==> src/rtl/lsu_mem_req_if.sv <==
// Bundle between the MEM-stage pipeline, the load/store initiator and the data memory.
// master = pipeline plus memory side; slave = lsu_mem_req.
interface lsu_mem_req_if #(
  parameter int XLEN = 32
);
  logic            req_valid;
  logic            req_ready;
  logic            req_we;
  logic [1:0]      req_size;
  logic            req_unsigned;
  logic [XLEN-1:0] req_addr;
  logic [XLEN-1:0] req_wdata;
  logic            resp_valid;
  logic [XLEN-1:0] resp_rdata;
  logic            resp_err;
  logic [2:0]      data_sram_rd_ctrl;
  logic [1:0]      data_sram_wr_ctrl;
  logic [XLEN-1:0] data_sram_addr;
  logic [XLEN-1:0] data_sram_wdata;
  logic [XLEN-1:0] data_sram_rdata;

  modport master (
    output req_valid, req_we, req_size, req_unsigned, req_addr, req_wdata,
    input  req_ready, resp_valid, resp_rdata, resp_err,
    input  data_sram_rd_ctrl, data_sram_wr_ctrl, data_sram_addr, data_sram_wdata,
    output data_sram_rdata
  );

  modport slave (
    input  req_valid, req_we, req_size, req_unsigned, req_addr, req_wdata,
    output req_ready, resp_valid, resp_rdata, resp_err,
    output data_sram_rd_ctrl, data_sram_wr_ctrl, data_sram_addr, data_sram_wdata,
    input  data_sram_rdata
  );
endinterface

==> src/rtl/lsu_mem_req.sv <==
// Load/store initiator: issues one request to the data memory as a single native beat,
// or as sequential byte beats when misaligned, and returns extended load data.
module lsu_mem_req #(
  parameter int XLEN           = 32,
  parameter bit MISALIGN_SPLIT = 1'b1
) (
  input  logic          clk,
  input  logic          rst_n,
  lsu_mem_req_if.slave  bus
);

  typedef enum logic [2:0] {
    S_IDLE,
    S_ACCESS,
    S_SPLIT,
    S_RESP,
    S_ERR
  } state_t;

  localparam logic [1:0] SZ_BYTE = 2'b00;
  localparam logic [1:0] SZ_HALF = 2'b01;
  localparam logic [1:0] SZ_WORD = 2'b10;
  localparam logic [1:0] SZ_ILL  = 2'b11;

  state_t          state_q, state_d;
  logic [XLEN-1:0] addr_q;
  logic [XLEN-1:0] wdata_q;
  logic            we_q;
  logic [1:0]      size_q;
  logic            uns_q;
  logic            split_q;
  logic [1:0]      beat_q;
  logic [XLEN-1:0] cap_q;

  logic            handshake;
  logic            misaligned;
  logic            last_beat;
  logic [XLEN-1:0] split_ext;

  assign handshake  = bus.req_valid && (state_q == S_IDLE);
  assign misaligned = ((bus.req_size == SZ_HALF) && bus.req_addr[0]) ||
                      ((bus.req_size == SZ_WORD) && (bus.req_addr[1:0] != 2'b00));
  assign last_beat  = (beat_q == ((size_q == SZ_HALF) ? 2'd1 : 2'd3));

  always_ff @(posedge clk or negedge rst_n) begin
    if (!rst_n) state_q <= S_IDLE;
    else        state_q <= state_d;
  end

  always_comb begin
    state_d = state_q;
    unique case (state_q)
      S_IDLE: begin
        if (handshake) begin
          if ((bus.req_size == SZ_ILL) || (misaligned && !MISALIGN_SPLIT))
            state_d = S_ERR;
          else if (misaligned)
            state_d = S_SPLIT;
          else
            state_d = S_ACCESS;
        end
      end
      S_ACCESS: state_d = S_RESP;
      S_SPLIT:  if (last_beat) state_d = S_RESP;
      S_RESP:   state_d = S_IDLE;
      S_ERR:    state_d = S_IDLE;
      default:  state_d = S_IDLE;
    endcase
  end

  // Request fields are frozen at the handshake so the memory side never sees req_* directly.
  always_ff @(posedge clk or negedge rst_n) begin
    if (!rst_n) begin
      addr_q  <= '0;
      wdata_q <= '0;
      we_q    <= 1'b0;
      size_q  <= '0;
      uns_q   <= 1'b0;
      split_q <= 1'b0;
      beat_q  <= '0;
      cap_q   <= '0;
    end else begin
      if (handshake) begin
        addr_q  <= bus.req_addr;
        wdata_q <= bus.req_wdata;
        we_q    <= bus.req_we;
        size_q  <= bus.req_size;
        uns_q   <= bus.req_unsigned;
        split_q <= misaligned;
        beat_q  <= '0;
        cap_q   <= '0;
      end else if (state_q == S_ACCESS) begin
        if (!we_q) cap_q <= bus.data_sram_rdata;
      end else if (state_q == S_SPLIT) begin
        if (!we_q) cap_q[{beat_q, 3'b000} +: 8] <= bus.data_sram_rdata[7:0];
        beat_q <= beat_q + 2'd1;
      end
    end
  end

  // Split loads assemble raw bytes, so extension happens here rather than in memory.
  always_comb begin
    split_ext = cap_q;
    if (size_q == SZ_HALF)
      split_ext = {{(XLEN-16){~uns_q & cap_q[15]}}, cap_q[15:0]};
  end

  always_comb begin
    bus.req_ready         = 1'b0;
    bus.resp_valid        = 1'b0;
    bus.resp_err          = 1'b0;
    bus.resp_rdata        = '0;
    bus.data_sram_rd_ctrl = 3'b000;
    bus.data_sram_wr_ctrl = 2'b00;
    bus.data_sram_addr    = '0;
    bus.data_sram_wdata   = '0;
    unique case (state_q)
      S_IDLE: bus.req_ready = 1'b1;
      S_ACCESS: begin
        bus.data_sram_addr  = addr_q;
        bus.data_sram_wdata = wdata_q;
        if (we_q) begin
          unique case (size_q)
            SZ_BYTE: bus.data_sram_wr_ctrl = 2'b01;
            SZ_HALF: bus.data_sram_wr_ctrl = 2'b10;
            default: bus.data_sram_wr_ctrl = 2'b11;
          endcase
        end else begin
          unique case (size_q)
            SZ_BYTE: bus.data_sram_rd_ctrl = uns_q ? 3'b010 : 3'b001;
            SZ_HALF: bus.data_sram_rd_ctrl = uns_q ? 3'b100 : 3'b011;
            default: bus.data_sram_rd_ctrl = 3'b101;
          endcase
        end
      end
      S_SPLIT: begin
        bus.data_sram_addr = addr_q + {{(XLEN-2){1'b0}}, beat_q};
        if (we_q) begin
          bus.data_sram_wr_ctrl = 2'b01;
          bus.data_sram_wdata   = wdata_q >> {beat_q, 3'b000};
        end else begin
          bus.data_sram_rd_ctrl = 3'b010;
        end
      end
      S_RESP: begin
        bus.resp_valid = 1'b1;
        if (!we_q) bus.resp_rdata = split_q ? split_ext : cap_q;
      end
      S_ERR: begin
        bus.resp_valid = 1'b1;
        bus.resp_err   = 1'b1;
      end
      default: ;
    endcase
  end

endmodule

==> src/flat_wrapper.sv <==
// flat-port wrapper written by rule: the top's interface ports become plain ports
module lsu_mem_req_flat 
#(
  parameter int XLEN           = 32,
  parameter bit MISALIGN_SPLIT = 1'b1
)
  (clk, rst_n, bus_req_valid, bus_req_we, bus_req_size, bus_req_unsigned, bus_req_addr, bus_req_wdata, bus_req_ready, bus_resp_valid, bus_resp_rdata, bus_resp_err, bus_data_sram_rd_ctrl, bus_data_sram_wr_ctrl, bus_data_sram_addr, bus_data_sram_wdata, bus_data_sram_rdata);
  lsu_mem_req_if #(.XLEN(XLEN)) bus_i ();
  input  logic clk;
  input  logic rst_n;
  input wire logic [$bits(bus_i.req_valid)-1:0] bus_req_valid;
  input wire logic [$bits(bus_i.req_we)-1:0] bus_req_we;
  input wire logic [$bits(bus_i.req_size)-1:0] bus_req_size;
  input wire logic [$bits(bus_i.req_unsigned)-1:0] bus_req_unsigned;
  input wire logic [$bits(bus_i.req_addr)-1:0] bus_req_addr;
  input wire logic [$bits(bus_i.req_wdata)-1:0] bus_req_wdata;
  output wire logic [$bits(bus_i.req_ready)-1:0] bus_req_ready;
  output wire logic [$bits(bus_i.resp_valid)-1:0] bus_resp_valid;
  output wire logic [$bits(bus_i.resp_rdata)-1:0] bus_resp_rdata;
  output wire logic [$bits(bus_i.resp_err)-1:0] bus_resp_err;
  output wire logic [$bits(bus_i.data_sram_rd_ctrl)-1:0] bus_data_sram_rd_ctrl;
  output wire logic [$bits(bus_i.data_sram_wr_ctrl)-1:0] bus_data_sram_wr_ctrl;
  output wire logic [$bits(bus_i.data_sram_addr)-1:0] bus_data_sram_addr;
  output wire logic [$bits(bus_i.data_sram_wdata)-1:0] bus_data_sram_wdata;
  input wire logic [$bits(bus_i.data_sram_rdata)-1:0] bus_data_sram_rdata;
  assign bus_i.req_valid = bus_req_valid;
  assign bus_i.req_we = bus_req_we;
  assign bus_i.req_size = bus_req_size;
  assign bus_i.req_unsigned = bus_req_unsigned;
  assign bus_i.req_addr = bus_req_addr;
  assign bus_i.req_wdata = bus_req_wdata;
  assign bus_req_ready = bus_i.req_ready;
  assign bus_resp_valid = bus_i.resp_valid;
  assign bus_resp_rdata = bus_i.resp_rdata;
  assign bus_resp_err = bus_i.resp_err;
  assign bus_data_sram_rd_ctrl = bus_i.data_sram_rd_ctrl;
  assign bus_data_sram_wr_ctrl = bus_i.data_sram_wr_ctrl;
  assign bus_data_sram_addr = bus_i.data_sram_addr;
  assign bus_data_sram_wdata = bus_i.data_sram_wdata;
  assign bus_i.data_sram_rdata = bus_data_sram_rdata;
  lsu_mem_req #(.XLEN(XLEN), .MISALIGN_SPLIT(MISALIGN_SPLIT)) u_core (.clk(clk), .rst_n(rst_n), .bus(bus_i));
endmodule
==> config.mk <==
export PLATFORM = sky130hd
export DESIGN_NAME = lsu_mem_req_flat
export DESIGN_NICKNAME = d
export VERILOG_FILES = /design/src/rtl/lsu_mem_req_if.sv /design/src/rtl/lsu_mem_req.sv /design/src/flat_wrapper.sv
export SDC_FILE = /design/constraint.sdc
export NUM_CORES = 1
export LEC_CHECK = 0
export ABC_AREA = 1
export ABC_CLOCK_PERIOD_IN_PS = 6290
export CORE_MARGIN = 4
export CORE_UTILIZATION = 30
export CTS_CLUSTER_DIAMETER = 60
export DETAILED_ROUTE_END_ITERATION = 10
export DONT_BUFFER_PORTS = 1
export REMOVE_ABC_BUFFERS = 1
export SLEW_MARGIN = 20
export SYNTH_ARGS = -nofsm -noshare
export SYNTH_HDL_FRONTEND = slang
export SYNTH_SLANG_ARGS = --single-unit
==> constraint.sdc <==
create_clock -name clk -period 6.29 [get_ports clk]
set_clock_uncertainty 0.2 [all_clocks]
set_input_delay 0.629 -clock clk [delete_from_list [all_inputs] [get_ports clk]]
set_output_delay 0.629 -clock clk [all_outputs]
set_load 0.1 [all_outputs]
==> results.sh, run 1 <==
export IMPL_status="completed"
export IMPL_clockBufferDepth=2
export IMPL_grt_usage_pct=18.4
export IMPL_synth_seq_cells=106
export IMPL_fmax_mhz=238
export IMPL_r2r_start="u_core.beat_q[0]"
export IMPL_reg2reg_depth=8
export IMPL_grt_overflow_total=0
export IMPL_setup_viol=0
export IMPL_antenna_found_initial=0
export IMPL_clk_latency_ns=0.36
export IMPL_syn2layout_area_growth_pct=17.5
export IMPL_path_class="flip-flop to output port"
export IMPL_fp_dieW_um=163
export IMPL_grt_pass1_wl_um=38700
export IMPL_cts_resized=0
export IMPL_period_needed_ns=4.21
export IMPL_async_flop_share_pct=100
export IMPL_io_buffers=0
export IMPL_synth_top_area_share_pct=37.0
export IMPL_drive_gt1_share_pct=16.9
export IMPL_postCtsHoldBufs=1
export IMPL_core_sq_um=23500
export IMPL_yosysTopAreaCell="dfrtp_1"
export IMPL_cts_root_buf="clkbuf_16"
export IMPL_drc=0
export IMPL_wl_per_cell_um=17.6
export IMPL_cts_buffers=9
export IMPL_arrival_ns=3.38
export IMPL_synth_ff_type="dfrtp_1"
export IMPL_pre_cts_ws_ns=2.48
export IMPL_tns_ns=0
export IMPL_startpoint_type="flip-flop"
export IMPL_drtIter0Drc=549
export IMPL_drv_cap=0
export IMPL_hold_path_class="primary input to async pin"
export IMPL_synth_cell_area_sq_um=7170
export IMPL_hpwl_um=17500
export IMPL_htree_num_levels=3
export IMPL_nFillCells=2546
export IMPL_synthCells=1082
export IMPL_cts_tree="done"
export IMPL_vias_per_cell=5.10
export IMPL_grt_pass1_vias=6808
export IMPL_synth_avg_cell_area_sq_um=6.63
export IMPL_hold_viol_final=0
export IMPL_synth_edff_count=0
export IMPL_cts_sinks=106
export IMPL_firstDrtPassIters=5
export IMPL_slew_headroom_pct=23.1
export IMPL_worstMarginPinSlew_ns=1.15
export IMPL_yosysUniqueCellTypes=37
export IMPL_timing_final_ws_setup_ns=2.08
export IMPL_end_kind="output port"
export IMPL_finalNetCount=1186
export IMPL_slew_violations=0
export IMPL_cts_setup_buffers=0
export IMPL_die_h_um=163
export IMPL_start_util_pct=30.6
export IMPL_crit_required_ns=5.46
export IMPL_grt_setup_unrepaired="no"
export IMPL_ys_warnings_count=0
export IMPL_synth_area_leaders="dfrtp_1, nand2_1, o21ai_0"
export IMPL_clk_pin_slew_ns=0.08
export IMPL_seq_area_frac_synth_pct=37.0
export IMPL_place_congestion=0.894
export IMPL_diodes=0
export IMPL_dieArea_sq_um=26400
export IMPL_num_vias=7143
export IMPL_multi_input_area_sq_um=4250
export IMPL_fin_crit_sh_pct=66.9
export IMPL_ios=207
export IMPL_drt_total_wl_um=24600
export IMPL_ant_nets=0
export IMPL_cp_startpoint="u_core.state_q[2]"
export IMPL_fp_row_count=56
export IMPL_register_area_sq_um=2650
export IMPL_grt_max_degree=107
export IMPL_crit_fanout=17
cells in the mapped netlist, types with 2 or more instances:
| master | number |
|---|---|
| a21oi_1 | 29 |
| buf_2 | 25 |
| buf_4 | 2 |
| buf_6 | 5 |
| clkbuf_1 | 28 |
| dfrtp_1 | 106 |
| ha_1 | 6 |
| inv_1 | 98 |
| inv_2 | 3 |
| nand2_1 | 345 |
| nand2_2 | 2 |
| nand2_4 | 5 |
| nand3_1 | 90 |
| nand3b_1 | 2 |
| nand4_1 | 3 |
| nor2_1 | 83 |
| nor2_2 | 3 |
| nor2_4 | 2 |
| nor3_1 | 4 |
| o211ai_1 | 22 |
| o21ai_0 | 163 |
| o21ai_1 | 10 |
| o21ai_2 | 11 |
| o22ai_1 | 15 |
| o31ai_1 | 4 |
| or2_2 | 5 |
path summary, 6_finish.rpt:
kind	to	slack [ns]
setup / recovery	bus_data_sram_wdata[16]	2.08
hold / removal	u_core.split_q	0.008
setup reg to reg	u_core.cap_q[27]	3.20
hold reg to reg	u_core.cap_q[16]	0.28
max in group asynchronous	u_core.beat_q[0]	5.41
min in group clk	u_core.wdata_q[20]	0.18
layout make-up:
| cell class | count | share of cell area, % |
|---|---|---|
| multi-input cells | 813 | 50.5 |
| well taps | 319 | 4.74 |
| clock inverters | 7 | 1.02 |
| flip-flops and latches | 106 | 31.5 |
| inverters | 103 | 4.62 |
| clock buffers | 9 | 2.67 |
| repair buffers | 43 | 4.97 |
metrics by stage:
stage                     hold slack, ns  cell area [sq um]  util, %  instances
after detailed placement           0.141               8050     34.3       1381
after floorplan                    0.133               6870        -       1022
after CTS                         0.0477               8390     35.7       1398
after global placement             0.142               8010     34.1       1380
after global routing              0.0387               8430     35.9       1400
final                            0.00780               8430     35.9       1400
cell usage in the layout, fill, tap and decap left out, types with 2 or more instances in the layout:
cell,count
nand2_2,2
nand4_1,3
nand2_1,344
o31ai_4,5
inv_1,98
a21oi_1,10
o21ai_0,139
ha_1,6
o211ai_1,22
clkinv_4,2
clkbuf_16,9
nand3_1,90
nand3b_1,2
nor2_2,24
nor2_4,2
o21ai_1,10
or2_2,5
o21ai_2,34
buf_16,4
a21oi_2,18
dfrtp_1,105
inv_2,3
nand2_4,6
nor3_1,2
buf_4,37
nor3_2,2
inv_8,2
nor2_1,62
o22ai_2,15
registers in the layout, summed over array words and instances (netlist names):
| register | count |
|---|---|
| u_core.addr_q | 32 |
| u_core.split_q | 1 |
| u_core.size_q | 2 |
| u_core.state_q | 3 |
| u_core.wdata_q | 32 |
| u_core.beat_q | 2 |
| u_core.cap_q | 32 |
| u_core.uns_q | 1 |
| u_core.we_q | 1 |
worst max-delay path: stages (launching register included):
cell	delay, ns
dfrtp_1	0.45
inv_2	0.14
nand3_1	0.62
nor2_8	0.52
inv_2	0.34
o31ai_4	0.94
cells by family after synthesis:
family / count (synthesis) / synth area share [%]
and+or+nand+nor: 547 / 32.0
AOI/OAI and AO/OA: 258 / 19.9
buffers and inverters: 163 / 9.63
DFF: 106 / 37.0
adders and majority gates: 7 / 1.33
xor gates and xnor gates: 1 / 0.122
layer usage:
layer	part of all wire, %	up-vias	global-route usage, %
met1	45	3335	25.5
met3	6.9	35	3.80
met4	2.6	0	5.64
met2	46	254	28.9
li1	-	3519	-
met5	0	-	0
Power of run 1 is not shown: default switching activity piles up to over one toggle a cycle in this logic, so the estimate is an artifact.
==> run 2, diff against run 1 <==
--- a/config.mk
+++ b/config.mk
@@ -6,7 +6,7 @@
 export NUM_CORES = 1
 export LEC_CHECK = 0
 export ABC_AREA = 1
-export ABC_CLOCK_PERIOD_IN_PS = 6290
+export ABC_CLOCK_PERIOD_IN_PS = 4140
 export CORE_MARGIN = 4
 export CORE_UTILIZATION = 30
 export CTS_CLUSTER_DIAMETER = 60
==> constraint.sdc (replaced) <==
create_clock -name clk -period 4.14 [get_ports clk]
set_clock_uncertainty 0.2 [all_clocks]
set_input_delay 0.414 -clock clk [delete_from_list [all_inputs] [get_ports clk]]
set_output_delay 0.414 -clock clk [all_outputs]
set_load 0.1 [all_outputs]
==> run 2 against run 1 <==
  * Final area increased by 17%
  * Critical path depth increased by 6
  * Clock-buffer cell count unchanged
  * Global-route usage increased by 1.0 points
  * Setup slack got worse by 1.5 ns
  * Critical endpoint is now bus_data_sram_addr[26]
  * Final cell count increased by 9.3%
  * Via count increased by 8.3%
  * Die area unchanged
  * Sequential share of layout area decreased by 4.5 points
==> results.sh, run 2 (synthesis results as in run 1) <==
export IMPL_status="completed"
export IMPL_power_density_nw_per_um2=954
export IMPL_grt_max_degree=107
export IMPL_setup_viol=0
export IMPL_holdWs_ns=0.00430
export IMPL_crit_required_ns=3.53
export IMPL_path_class="flip-flop to output port"
export IMPL_fp_row_count=56
export IMPL_register_area_sq_um=2650
export IMPL_clk_pin_slew_ns=0.08
export IMPL_multi_input_area_sq_um=4240
export IMPL_grt_setup_unrepaired="no"
export IMPL_path_cells="ha_1 -> inv_1 -> fa_1 -> nor2_1 -> nand2_1 -> nor2_1 -> nand2_1 -> nand2_1 -> nand3_1 -> nand2_1 -> buf_12"
export IMPL_cts_resized=0
export IMPL_route_met3_wl_um=1940
export IMPL_cp_num_cells=11
export IMPL_num_vias=7735
export IMPL_top_regs="u_core.addr_q x32, u_core.cap_q x32, u_core.wdata_q x32"
export IMPL_crit_fanout=18
export IMPL_start_util_pct=30.6
export IMPL_ios=207
export IMPL_slew_headroom_pct=21.7
export IMPL_fin_crit_sh_pct=86.3
export IMPL_drt_total_wl_um=25800
export IMPL_hold_viol_final=0
export IMPL_die_h_um=163
export IMPL_drive_gt1_share_pct=20.4
export IMPL_wl_per_cell_um=16.9
export IMPL_place_congestion=0.865
export IMPL_reg2reg_depth=8
export IMPL_hpwl_um=18000
export IMPL_layout_commonest_cell="nand2_1"
export IMPL_drtIter0Drc=651
export IMPL_route_met2_wl_um=11700
export IMPL_ant_nets=0
export IMPL_syn2layout_area_growth_pct=37.2
export IMPL_cpMaxStageDelayCell="dfrtp_2"
export IMPL_mostFrequentLayoutCells="nand2_1, o21ai_0, dfrtp_1"
export IMPL_irDropWorstVdd_uv=504
export IMPL_fp_dieW_um=163
export IMPL_core_sq_um=23500
export IMPL_drt_met1_wl_um=11600
export IMPL_power_w=0.00939
export IMPL_drc=0
export IMPL_diodes=0
export IMPL_grt_usage_pct=19.4
export IMPL_clk_latency_ns=0.35
export IMPL_startpoint_type="flip-flop"
export IMPL_crit_top_cell="nand2_1"
export IMPL_cts_tree="done"
export IMPL_antenna_found_initial=0
export IMPL_clockBufferDepth=2
export IMPL_post_route_cell_area_sq_um=9840
export IMPL_dieArea_sq_um=26400
export IMPL_period_needed_ns=3.57
export IMPL_firstDrtPassIters=5
export IMPL_hold_depth=2
export IMPL_io_buffers=0
export IMPL_power_leakage_nw=4.31
export IMPL_nFillCells=2404
export IMPL_worstMarginPinSlew_ns=1.17
export IMPL_post_dp_cell_area_sq_um=8800
export IMPL_grt_pass1_wl_um=41200
export IMPL_grt_overflow_total=0
export IMPL_slew_violations=0
export IMPL_max_stage_delay_ns=0.59
export IMPL_grt_pass1_vias=7585
export IMPL_end_kind="output port"
export IMPL_path_delay_family="simple AND/OR/NAND/NOR gates"
export IMPL_crit_buf_inv=2
export IMPL_htree_num_levels=3
export IMPL_arrival_ns=2.96
export IMPL_cts_sinks=106
export IMPL_cts_root_buf="clkbuf_16"
export IMPL_highest_layer="met4"
export IMPL_hold_path_class="primary input to flip-flop"
export IMPL_finalNetCount=1316
export IMPL_drv_cap=0
export IMPL_cts_buffers=9
export IMPL_fmax_mhz=280
export IMPL_vias_per_cell=5.06
-- run 2: power by group --
group | internal, W | switching, W | leakage [nW]
combinational | 0.00158 | 0.00487 | 2.80
sequential | 0.00149 | 0.000408 | 1.34
clock | 0.000597 | 0.000437 | 0.163
-- run 2: through the flow --
| stage | setup TNS (ns) | instances | util, % | worst slack [ns] |
|---|---|---|---|---|
| final | 0 | 1530 | 41.9 | 0.568 |
| after global routing | 0 | 1530 | 41.9 | 0.304 |
| after CTS | 0 | 1530 | 41.9 | 0.550 |
| after detailed placement | 0 | 1447 | 37.5 | 0.948 |
| after global placement | 0 | 1447 | 37.5 | 1.00 |
| after floorplan | -22.84 | 1022 | - | -1.13 |
-- run 2: path summary, 6_finish.rpt --
check	startpoint	endpoint	slack (ns)
setup / recovery	u_core.beat_q[0]	bus_data_sram_addr[26]	0.57
hold / removal	bus_data_sram_rdata[4]	u_core.cap_q[4]	0.004
setup reg to reg	u_core.beat_q[0]	u_core.cap_q[27]	1.04
hold reg to reg	u_core.cap_q[16]	u_core.cap_q[16]	0.28
max in group asynchronous	rst_n	u_core.cap_q[16]	2.72
min in group asynchronous	rst_n	u_core.cap_q[24]	0.44
-- run 2: repair_timing --
| item | CTS | global route |
|---|---|---|
| endpoints found under the setup margin | 0 | 0 |
| setup buffers | 0 | 0 |
| hold buffers | 67 | 0 |
| hold endpoints to repair | 171 | 0 |
-- run 2: metal layers --
layer	vias up	global-route usage [%]
met1	3599	26.7
met3	37	4.23
li1	3775	-
met2	324	30.8
met4	0	5.68
met5	-	0
-- run 2: final cells by class --
cell class              count  share of cell area (%)
repair buffers            173                    18.4
clock inverters             7                    1.25
multi-input cells         813                    43.1
well taps                 319                    4.06
inverters                 103                    3.95
flip-flops and latches    106                    27.0
clock buffers               9                    2.29
Power figures use the tool's default switching activity.
